### src/rtl/remove_header.sv
// remove_header: egress-side header stripper for the 64-bit internal datapath.
// Drops every leading header word (nonzero ctrl before the first data word).
// Forwards payload words and the EOP word unchanged, one cycle after accept.
// Fields of the last IO-queue header are latched into a sideband register.
// Optional statistics counters are built when REMOVE_HEADER_STATS_EN is defined;
// otherwise pkt_count and hdr_drop_count are tied to zero.
module remove_header #(
    parameter int                    DATA_WIDTH   = 64,
    parameter int                    CTRL_WIDTH   = DATA_WIDTH/8,
    parameter logic [CTRL_WIDTH-1:0] IOQ_CTRL     = 8'hFF,
    parameter int                    SRC_PORT_POS = 16,
    parameter int                    WORD_LEN_POS = 32
) (
    input  logic                  clk,
    input  logic                  reset,
    input  logic [DATA_WIDTH-1:0] in_data,
    input  logic [CTRL_WIDTH-1:0] in_ctrl,
    input  logic                  in_wr,
    output logic                  in_rdy,
    output logic [DATA_WIDTH-1:0] out_data,
    output logic [CTRL_WIDTH-1:0] out_ctrl,
    output logic                  out_wr,
    input  logic                  out_rdy,
    output logic [15:0]           hdr_src_port,
    output logic [15:0]           hdr_word_len,
    output logic [15:0]           hdr_byte_len,
    output logic                  hdr_valid,
    output logic                  hdr_missing,
    output logic [31:0]           pkt_count,
    output logic [31:0]           hdr_drop_count
);

    localparam logic [0:0] ST_HDR  = 1'b0;
    localparam logic [0:0] ST_DATA = 1'b1;

    logic [0:0] state;
    logic       seen_ioq;
    logic       accept;
    logic       is_hdr;
    logic       is_eop;

    // Downstream guarantees room for two words, so the single output register
    // never overflows when acceptance simply follows out_rdy.
    assign in_rdy = out_rdy;
    assign accept = in_wr && out_rdy;
    assign is_hdr = (state == ST_HDR)  && (in_ctrl != '0);
    assign is_eop = (state == ST_DATA) && (in_ctrl != '0);

    // Packet-phase tracking, output register and header sideband capture.
    always_ff @(posedge clk) begin
        if (reset) begin
            state        <= ST_HDR;
            seen_ioq     <= 1'b0;
            out_data     <= '0;
            out_ctrl     <= '0;
            out_wr       <= 1'b0;
            hdr_src_port <= '0;
            hdr_word_len <= '0;
            hdr_byte_len <= '0;
            hdr_valid    <= 1'b0;
            hdr_missing  <= 1'b0;
        end else begin
            out_wr      <= 1'b0;
            hdr_valid   <= 1'b0;
            hdr_missing <= 1'b0;
            if (accept) begin
                if (is_hdr) begin
                    // Header words are swallowed; only the IOQ header is kept,
                    // and a later IOQ header in the same packet overrides.
                    if (in_ctrl == IOQ_CTRL) begin
                        hdr_src_port <= in_data[SRC_PORT_POS +: 16];
                        hdr_word_len <= in_data[WORD_LEN_POS +: 16];
                        hdr_byte_len <= in_data[15:0];
                        hdr_valid    <= 1'b1;
                        seen_ioq     <= 1'b1;
                    end
                end else begin
                    out_data <= in_data;
                    out_ctrl <= in_ctrl;
                    out_wr   <= 1'b1;
                    if (state == ST_HDR) begin
                        state       <= ST_DATA;
                        hdr_missing <= !seen_ioq;
                        seen_ioq    <= 1'b0;
                    end else if (is_eop) begin
                        state <= ST_HDR;
                    end
                end
            end
        end
    end

`ifdef REMOVE_HEADER_STATS_EN
    // Statistics: forwarded packets (counted at EOP) and dropped header words.
    always_ff @(posedge clk) begin
        if (reset) begin
            pkt_count      <= '0;
            hdr_drop_count <= '0;
        end else if (accept) begin
            if (is_hdr)
                hdr_drop_count <= hdr_drop_count + 32'd1;
            else if (is_eop)
                pkt_count <= pkt_count + 32'd1;
        end
    end
`else
    assign pkt_count      = '0;
    assign hdr_drop_count = '0;
`endif

endmodule

### config.mk
export PLATFORM = sky130hd
export DESIGN_NAME = remove_header
export DESIGN_NICKNAME = d
export VERILOG_FILES = /design/src/rtl/remove_header.sv
export SDC_FILE = /design/constraint.sdc
export NUM_CORES = 1
export LEC_CHECK = 0
export BUFFER_PORTS_ARGS = -buffer_cell sky130_fd_sc_hd__buf_4
export CAP_MARGIN = 40
export CORE_UTILIZATION = 32
export CTS_BUF_LIST = sky130_fd_sc_hd__clkbuf_8
export DETAILED_ROUTE_END_ITERATION = 16
export GPL_ROUTABILITY_DRIVEN = 1
export PLACE_DENSITY = 0.63
export SYNTH_ARGS = -nofsm -noshare
export SYNTH_HDL_FRONTEND = slang
export SYNTH_SLANG_ARGS = --single-unit
### constraint.sdc
create_clock -name clk -period 3.7 [get_ports clk]
set_input_delay 0.925 -clock clk [delete_from_list [all_inputs] [get_ports clk]]
set_output_delay 0.925 -clock clk [all_outputs]
set_load 0.01 [all_outputs]
==> results of run 1 <==
## layout make-up
type | instances | area, sq um | share of cell area (%)
multi-input cells | 710 | 4498 | 47.15
clock inverters | 12 | 81.33 | 0.8525
clock buffers | 20 | 275.3 | 2.885
inverters | 2 | 7.507 | 0.07869
repair buffers | 226 | 1775 | 18.61
well taps | 319 | 399.1 | 4.184
flip-flops and latches | 125 | 2504 | 26.24
## worst max path at each step
stage	to	slack, ns	cells after the start	startpoint
after global placement	seen_ioq	0.71	5	in_ctrl[7]
final	out_data[1]	1.13	5	in_ctrl[7]
after detailed placement	seen_ioq	0.73	5	in_ctrl[7]
after global routing	out_data[6]	1.09	5	in_ctrl[7]
after floorplan	out_ctrl[0]	1.34	5	in_ctrl[3]
after CTS	out_data[1]	1.21	5	in_ctrl[7]
## power breakdown
part | switching (mW) | internal, mW | leakage (nW) | total [mW]
Combinational | 0.253 | 0.117 | 3.02 | 0.370
Clock | 0.564 | 0.566 | 0.204 | 1.13
Sequential | 0.00295 | 1.35 | 1.01 | 1.35
## registers in the layout, summed over array words and instances, names as in the netlist
signal and count:
out_data 64, hdr_valid 1, out_ctrl 8, hdr_word_len 16, hdr_byte_len 16, state 1
hdr_src_port 16, seen_ioq 1, hdr_missing 1, out_wr 1
## cells in the final DEF, fill, tap and decap left out, types with 6 or more instances in the layout
cell,instances
a211o_1,64
a21oi_1,50
a311o_1,6
and3_1,64
buf_12,6
buf_4,219
clkbuf_8,20
conb_1,64
dfxtp_1,124
nand2_1,7
nand2b_1,130
nand4_1,116
nor3_1,6
nor4_1,68
o2111a_1,6
o22ai_1,66
o31ai_1,49
## critical path, delay by kind of cell
family | cells | cell delay, ns
and+or+nand+nor | 2 | 1.39
buffers and inverters | 2 | 0.47
AOI/OAI and AO/OA | 1 | 0.14
## layer usage
layer | GRT usage [%] | routed length (um) | part of all wire, % | vias up
met5 | 0 | 0 | 0 | -
met4 | 5.678 | 357 | 1.3 | 0
met3 | 5.502 | 2269 | 8.0 | 27
met2 | 35.01 | 12800 | 45 | 372
met1 | 30.76 | 12830 | 45 | 3905
li1 | - | - | - | 3819
## metrics by stage
stage / hold slack, ns / cell area [sq um]
2_1_floorplan: 0.4008 / 8023
3_3_place_gp: 0.4275 / 9164
3_5_place_dp: 0.4172 / 9184
4_1_cts: 0.4327 / 9540
5_1_grt: 0.4519 / 9540
6_report: 0.4363 / 9540
## cells by family (layout without fill, tap and decap cells)
logic type | count (synthesis) | count (layout) | synth area share (%)
AND/OR/NAND/NOR | 402 | 402 | 32.03
AO/OA/AOI/OAI | 244 | 244 | 22.43
buffers and inverters | 206 | 260 | 13.35
flip-flops | 125 | 125 | 32.14
other | 1 | 64 | 0.04816
==> impl_metrics.env, run 1 <==
export IMPL_vias_per_cell=5.745
export IMPL_n_antenna_cell=0
export IMPL_period_minus_slack_ns=2.573
export IMPL_die_area_sq_um=24960
export IMPL_hold_buffers=0
export IMPL_yosys_warnings=0
export IMPL_leakagePower_nw=4.228
export IMPL_status="complete, no violations"
export IMPL_fin_util_pct=40.28
export IMPL_clock_path_buffers=2
export IMPL_portBuffers=199
export IMPL_num_rows=56
export IMPL_hold_viol=0
export IMPL_p_per_area_nw_per_um2=298.9
export IMPL_worstPathCellList="buf_4, or4_2, buf_12, nor4_1, a211o_1"
export IMPL_crit_path_top_delay_cell="or4_2"
export IMPL_grt_pass1_vias=7585
export IMPL_synth_area_leaders="dfxtp_1 32%, nand2b_1 10%, nand4_1 9.3%"
export IMPL_path_class="primary input to flop"
export IMPL_relSlewSlack_pct=38.15
export IMPL_place_ws_ns=0.7264
export IMPL_area_growth_pct=22.53
export IMPL_floorplan_io_pins=264
export IMPL_synthArstFlopShare_pct=0
export IMPL_cts_htree_levels=4
export IMPL_die_h_um=158.0
export IMPL_vias=8123
export IMPL_globalRoute_totalOverflow=0
export IMPL_cts_tree="built"
export IMPL_maxCapViolCount=0
export IMPL_min_to="hdr_missing"
export IMPL_firstDrtPassIters=8
export IMPL_cts_resized=0
export IMPL_finalPower_mw=2.851
export IMPL_synth_common_cells="130 x nand2b_1, 125 x dfxtp_1, 123 x clkbuf_1, 116 x nand4_1, 68 x nor4_1"
export IMPL_period_share_pct=69.53
export IMPL_worst_path_largest_cell_delay_ns=1.09
export IMPL_grt_use_total_pct=22.46
export IMPL_cts_sinks=125
export IMPL_path_clk_slew_ns=0.07
export IMPL_cp_data_required_time_ns=4.08
export IMPL_peakVddDrop_mv=0.1887
export IMPL_post_cts_buffers=0
export IMPL_fin_skew_ns=0.01028
export IMPL_wl_per_cell_um=19.98
export IMPL_layout_setup_ws_ns=1.127
export IMPL_final_cells=1414
export IMPL_nFillCells=2428
export IMPL_r2r_start="state"
export IMPL_drc=0
export IMPL_ff2ff_path_depth=5
export IMPL_setup_tns_final_ns=0
export IMPL_clockRootBuffer="clkbuf_8"
export IMPL_drv_slew=0
export IMPL_clock_latency_ns=0.45
export IMPL_synth_area_per_cell_sq_um=7.961
export IMPL_path_max_fanout=36
export IMPL_holdPathStages=1
export IMPL_grt_max_degree=151
export IMPL_endpoint_kind="flop"
export IMPL_hpwlAfterDp_mm=17.02
export IMPL_startpoint_type="primary input"
export IMPL_netlist_cell_type_count=29
export IMPL_synth_area_leader_cell="dfxtp_1"
export IMPL_finalSetupViolCount=0
export IMPL_nets=1158
export IMPL_numCtsBuffers=17
export IMPL_rsz0062_at_grt="no"
export IMPL_core_area_sq_um=23680
export IMPL_crit_arrival_ns=2.95
export IMPL_worstMarginPinSlew_ns=0.9277
export IMPL_synth_cells=978
export IMPL_max_freq_ghz=0.3887
export IMPL_ys_flop_type="dfxtp_1"
export IMPL_dieWidth_um=158.0
export IMPL_gp_congestion=0.7740
export IMPL_hold_class="flop to flop"
export IMPL_yosysMostFrequentCell="nand2b_1"
export IMPL_drt_initial_drc_count=707
export IMPL_synth_edf_count=0
export IMPL_antenna_found_initial=0
export IMPL_r2r_slack_ns=1.82
export IMPL_synth_seq_cells=125
export IMPL_syn_cell_area_sq_um=7786
export IMPL_synth_seq_area_share_pct=32.14
export IMPL_drive_above_1_share_pct=24.11
export IMPL_yosysTopAreaCellShare_pct=32.14
export IMPL_wl_mm=28.25
export IMPL_start_util_pct=32.88
export IMPL_hp_start="seen_ioq"
export IMPL_grt_first_pass_wirelength_mm=43.78
export IMPL_dpl_cell_count=1382
export IMPL_ant_nets=0
export IMPL_r2r_end="seen_ioq"
Power figures use the tool's default switching activity.
==> run 2: changes to the inputs <==
--- a/config.mk
+++ b/config.mk
@@ -5,13 +5,14 @@
 export SDC_FILE = /design/constraint.sdc
 export NUM_CORES = 1
 export LEC_CHECK = 0
+export ABC_AREA = 1
 export BUFFER_PORTS_ARGS = -buffer_cell sky130_fd_sc_hd__buf_4
 export CAP_MARGIN = 40
 export CORE_UTILIZATION = 32
 export CTS_BUF_LIST = sky130_fd_sc_hd__clkbuf_8
 export DETAILED_ROUTE_END_ITERATION = 16
 export GPL_ROUTABILITY_DRIVEN = 1
-export PLACE_DENSITY = 0.63
+export PLACE_DENSITY = 0.69
 export SYNTH_ARGS = -nofsm -noshare
 export SYNTH_HDL_FRONTEND = slang
 export SYNTH_SLANG_ARGS = --single-unit
==> constraint.sdc (replaced) <==
create_clock -name clk -period 2.3 [get_ports clk]
set_input_delay 0.575 -clock clk [delete_from_list [all_inputs] [get_ports clk]]
set_output_delay 0.575 -clock clk [all_outputs]
set_load 0.01 [all_outputs]
==> run 2 against run 1 <==
- sequential power grew 64%
- wire length shrank 49%
- synthesized cell count shrank 19%
- hold slack lost 0.067 ns
- utilization grew 3.6 points
- worst setup slack lost 0.35 ns
- first-iteration DRC count shrank 70%
- combinational power grew 25%
- via count shrank 38%
- die area shrank 27%
- critical path type unchanged
==> impl_metrics.env, run 2 <==
export IMPL_worstPathCellList="buf_4, nor2_1, nand2_1, nor2_2, nor2_2, nand2_4, buf_4, nand2_1, nand2_1, nor2_1"
export IMPL_ff2ff_path_depth=5
export IMPL_cts_htree_levels=4
export IMPL_peakVddDrop_mv=0.3529
export IMPL_die_area_sq_um=18100
export IMPL_yosys_mux_area_fraction_pct=0
export IMPL_ant_nets=0
export IMPL_path_class="primary input to flop"
export IMPL_period_share_pct=66.17
export IMPL_clock_latency_ns=0.43
export IMPL_final_cell_mix="247 x nor2_1, 203 x buf_4, 176 x nand2_1"
export IMPL_worst_path_largest_cell_delay_ns=0.27
export IMPL_place_ws_ns=0.3019
export IMPL_yosys_warnings=0
export IMPL_netlist_cell_type_count=20
export IMPL_synth_area_leaders="dfxtp_1 45%, nor2_1 16%, nand2_1 12%"
export IMPL_yosysMostFrequentCell="nor2_1"
export IMPL_hold_class="primary input to flop"
export IMPL_cts_resized=0
export IMPL_startpoint_type="primary input"
export IMPL_largest_reg_flops=64
export IMPL_drc=0
export IMPL_yosysTopAreaCellShare_pct=44.51
export IMPL_floorplan_io_pins=264
export IMPL_p_per_area_nw_per_um2=655.3
export IMPL_rsz0062_at_grt="no"
export IMPL_ys_flop_type="dfxtp_1"
export IMPL_nFillCells=1782
export IMPL_leakagePower_nw=3.845
export IMPL_cp_common_cell="nand2_1"
export IMPL_hold_buffers=0
export IMPL_path_max_fanout=19
export IMPL_hpwlAfterDp_mm=9.670
export IMPL_fin_skew_ns=0.008847
export IMPL_vias=5059
export IMPL_die_h_um=134.5
export IMPL_layout_setup_ws_ns=0.7781
export IMPL_synth_compound_area_share_pct=0.3784
export IMPL_max_freq_ghz=0.6571
export IMPL_finalSetupViolCount=0
export IMPL_drive_above_1_share_pct=25.10
export IMPL_synth_seq_area_share_pct=44.51
export IMPL_portBuffers=199
export IMPL_grt_pass1_vias=4631
export IMPL_synth_area_leader_cell="dfxtp_1"
export IMPL_antenna_found_initial=0
export IMPL_worstMarginPinSlew_ns=0.5555
export IMPL_vias_per_cell=4.171
export IMPL_core_area_sq_um=17240
export IMPL_period_minus_slack_ns=1.522
export IMPL_synth_cells=793
export IMPL_yosys_area_share_xor_xnor_pct=0
export IMPL_num_rows=48
export IMPL_wl_mm=14.46
export IMPL_synth_simple_area_share_pct=38.73
export IMPL_drv_slew=0
export IMPL_endpoint_kind="flop"
export IMPL_numCtsBuffers=17
export IMPL_synth_adder_area_share_pct=0
export IMPL_relSlewSlack_pct=62.96
export IMPL_start_util_pct=32.61
export IMPL_grt_first_pass_wirelength_mm=23.00
export IMPL_synth_common_cells="247 x nor2_1, 176 x nand2_1, 125 x dfxtp_1, 72 x buf_4, 71 x nand3b_1"
export IMPL_path_clk_slew_ns=0.07
export IMPL_cts_tree="built"
export IMPL_nets=1051
export IMPL_synth_top_family_by_area="simple AND/OR/NAND/NOR gates"
export IMPL_globalRoute_totalOverflow=0
export IMPL_synth_area_per_cell_sq_um=7.089
export IMPL_drt_initial_drc_count=214
export IMPL_largest_register="out_data"
export IMPL_status="complete, no violations"
export IMPL_grt_max_degree=122
export IMPL_layout_cells_most_common="nor2_1"
export IMPL_maxCapViolCount=0
export IMPL_firstDrtPassIters=5
export IMPL_dieWidth_um=134.5
export IMPL_wl_per_cell_um=11.92
export IMPL_synthArstFlopShare_pct=0
export IMPL_setup_tns_final_ns=0
export IMPL_clock_path_buffers=2
export IMPL_synth_edf_count=0
export IMPL_hold_viol=0
export IMPL_synth_seq_cells=125
export IMPL_post_cts_buffers=0
export IMPL_holdPathStages=2
export IMPL_cts_sinks=125
export IMPL_crit_path_top_delay_cell="buf_4"
export IMPL_cp_data_required_time_ns=2.63
export IMPL_grt_use_total_pct=16.24
export IMPL_clockRootBuffer="clkbuf_8"
export IMPL_area_growth_pct=34.63
export IMPL_gp_congestion=0.7499
export IMPL_n_antenna_cell=0
export IMPL_crit_arrival_ns=1.85
export IMPL_syn_cell_area_sq_um=5622
==> run 2: cell types whose count changed after synthesis, moves of 66 or more <==
cell and change:
clkbuf_1 -120, nand2b_1 -130, nand4_1 -115, nor2_1 +247
o22ai_1 -66, nand2_1 +167, nor4_1 -68, nand3b_1 +70
==> run 2: final timing paths <==
check / start / end / slack, ns
setup reg to reg: state / hdr_word_len[11] / 1.03
setup / recovery: in_ctrl[3] / hdr_src_port[5] / 0.78
hold / removal: reset / hdr_valid / 0.37
hold reg to reg: seen_ioq / hdr_missing / 0.44
==> run 2: cells by family (layout without fill, tap and decap cells) <==
group,Yosys count,in the layout
and+or+nand+nor,503,503
AOI/OAI and AO/OA,3,3
other,1,64
DFF,125,125
buffers and inverters,161,293
==> run 2: area by class of cell <==
class	count	area, sq um	share of cell area, %
clock buffers	21	289.0	3.819
repair buffers	210	1664	21.99
inverters	51	192.7	2.546
multi-input cells	570	2451	32.39
well taps	225	281.5	3.720
flip-flops and latches	125	2502	33.06
clock inverters	11	187.7	2.480
==> run 2: per-layer routing <==
layer,GRT usage [%],vias up,wire [um]
li1,-,2619,-
met1,18.75,2259,6144
met2,27.17,171,6918
met3,7.057,10,1257
met4,4.682,0,142
met5,0,-,0
==> run 2: power by group <==
part	total [mW]	switching (mW)	internal, mW
Combinational	0.463	0.257	0.206
Clock	2.28	0.875	1.40
Sequential	2.22	0.0189	2.20
==> run 2: worst max-delay path, delay by kind of cell <==
kind | cells | cell delay [ns]
and+or+nand+nor | 8 | 0.87
buffers and inverters | 2 | 0.39
==> run 2: metrics by stage <==
stage | std cells | utilization [%] | hold slack (ns) | power [mW] | cell area, sq um
2_1_floorplan | 856 | - | 0.3990 | 2.591 | 5858
3_3_place_gp | 1181 | 41.14 | 0.4224 | 2.733 | 7092
3_5_place_dp | 1181 | 41.14 | 0.4252 | 2.737 | 7092
4_1_cts | 1213 | 43.91 | 0.3278 | 5.049 | 7569
5_1_grt | 1213 | 43.91 | 0.3345 | 5.183 | 7569
6_report | 1213 | 43.91 | 0.3694 | 4.960 | 7569
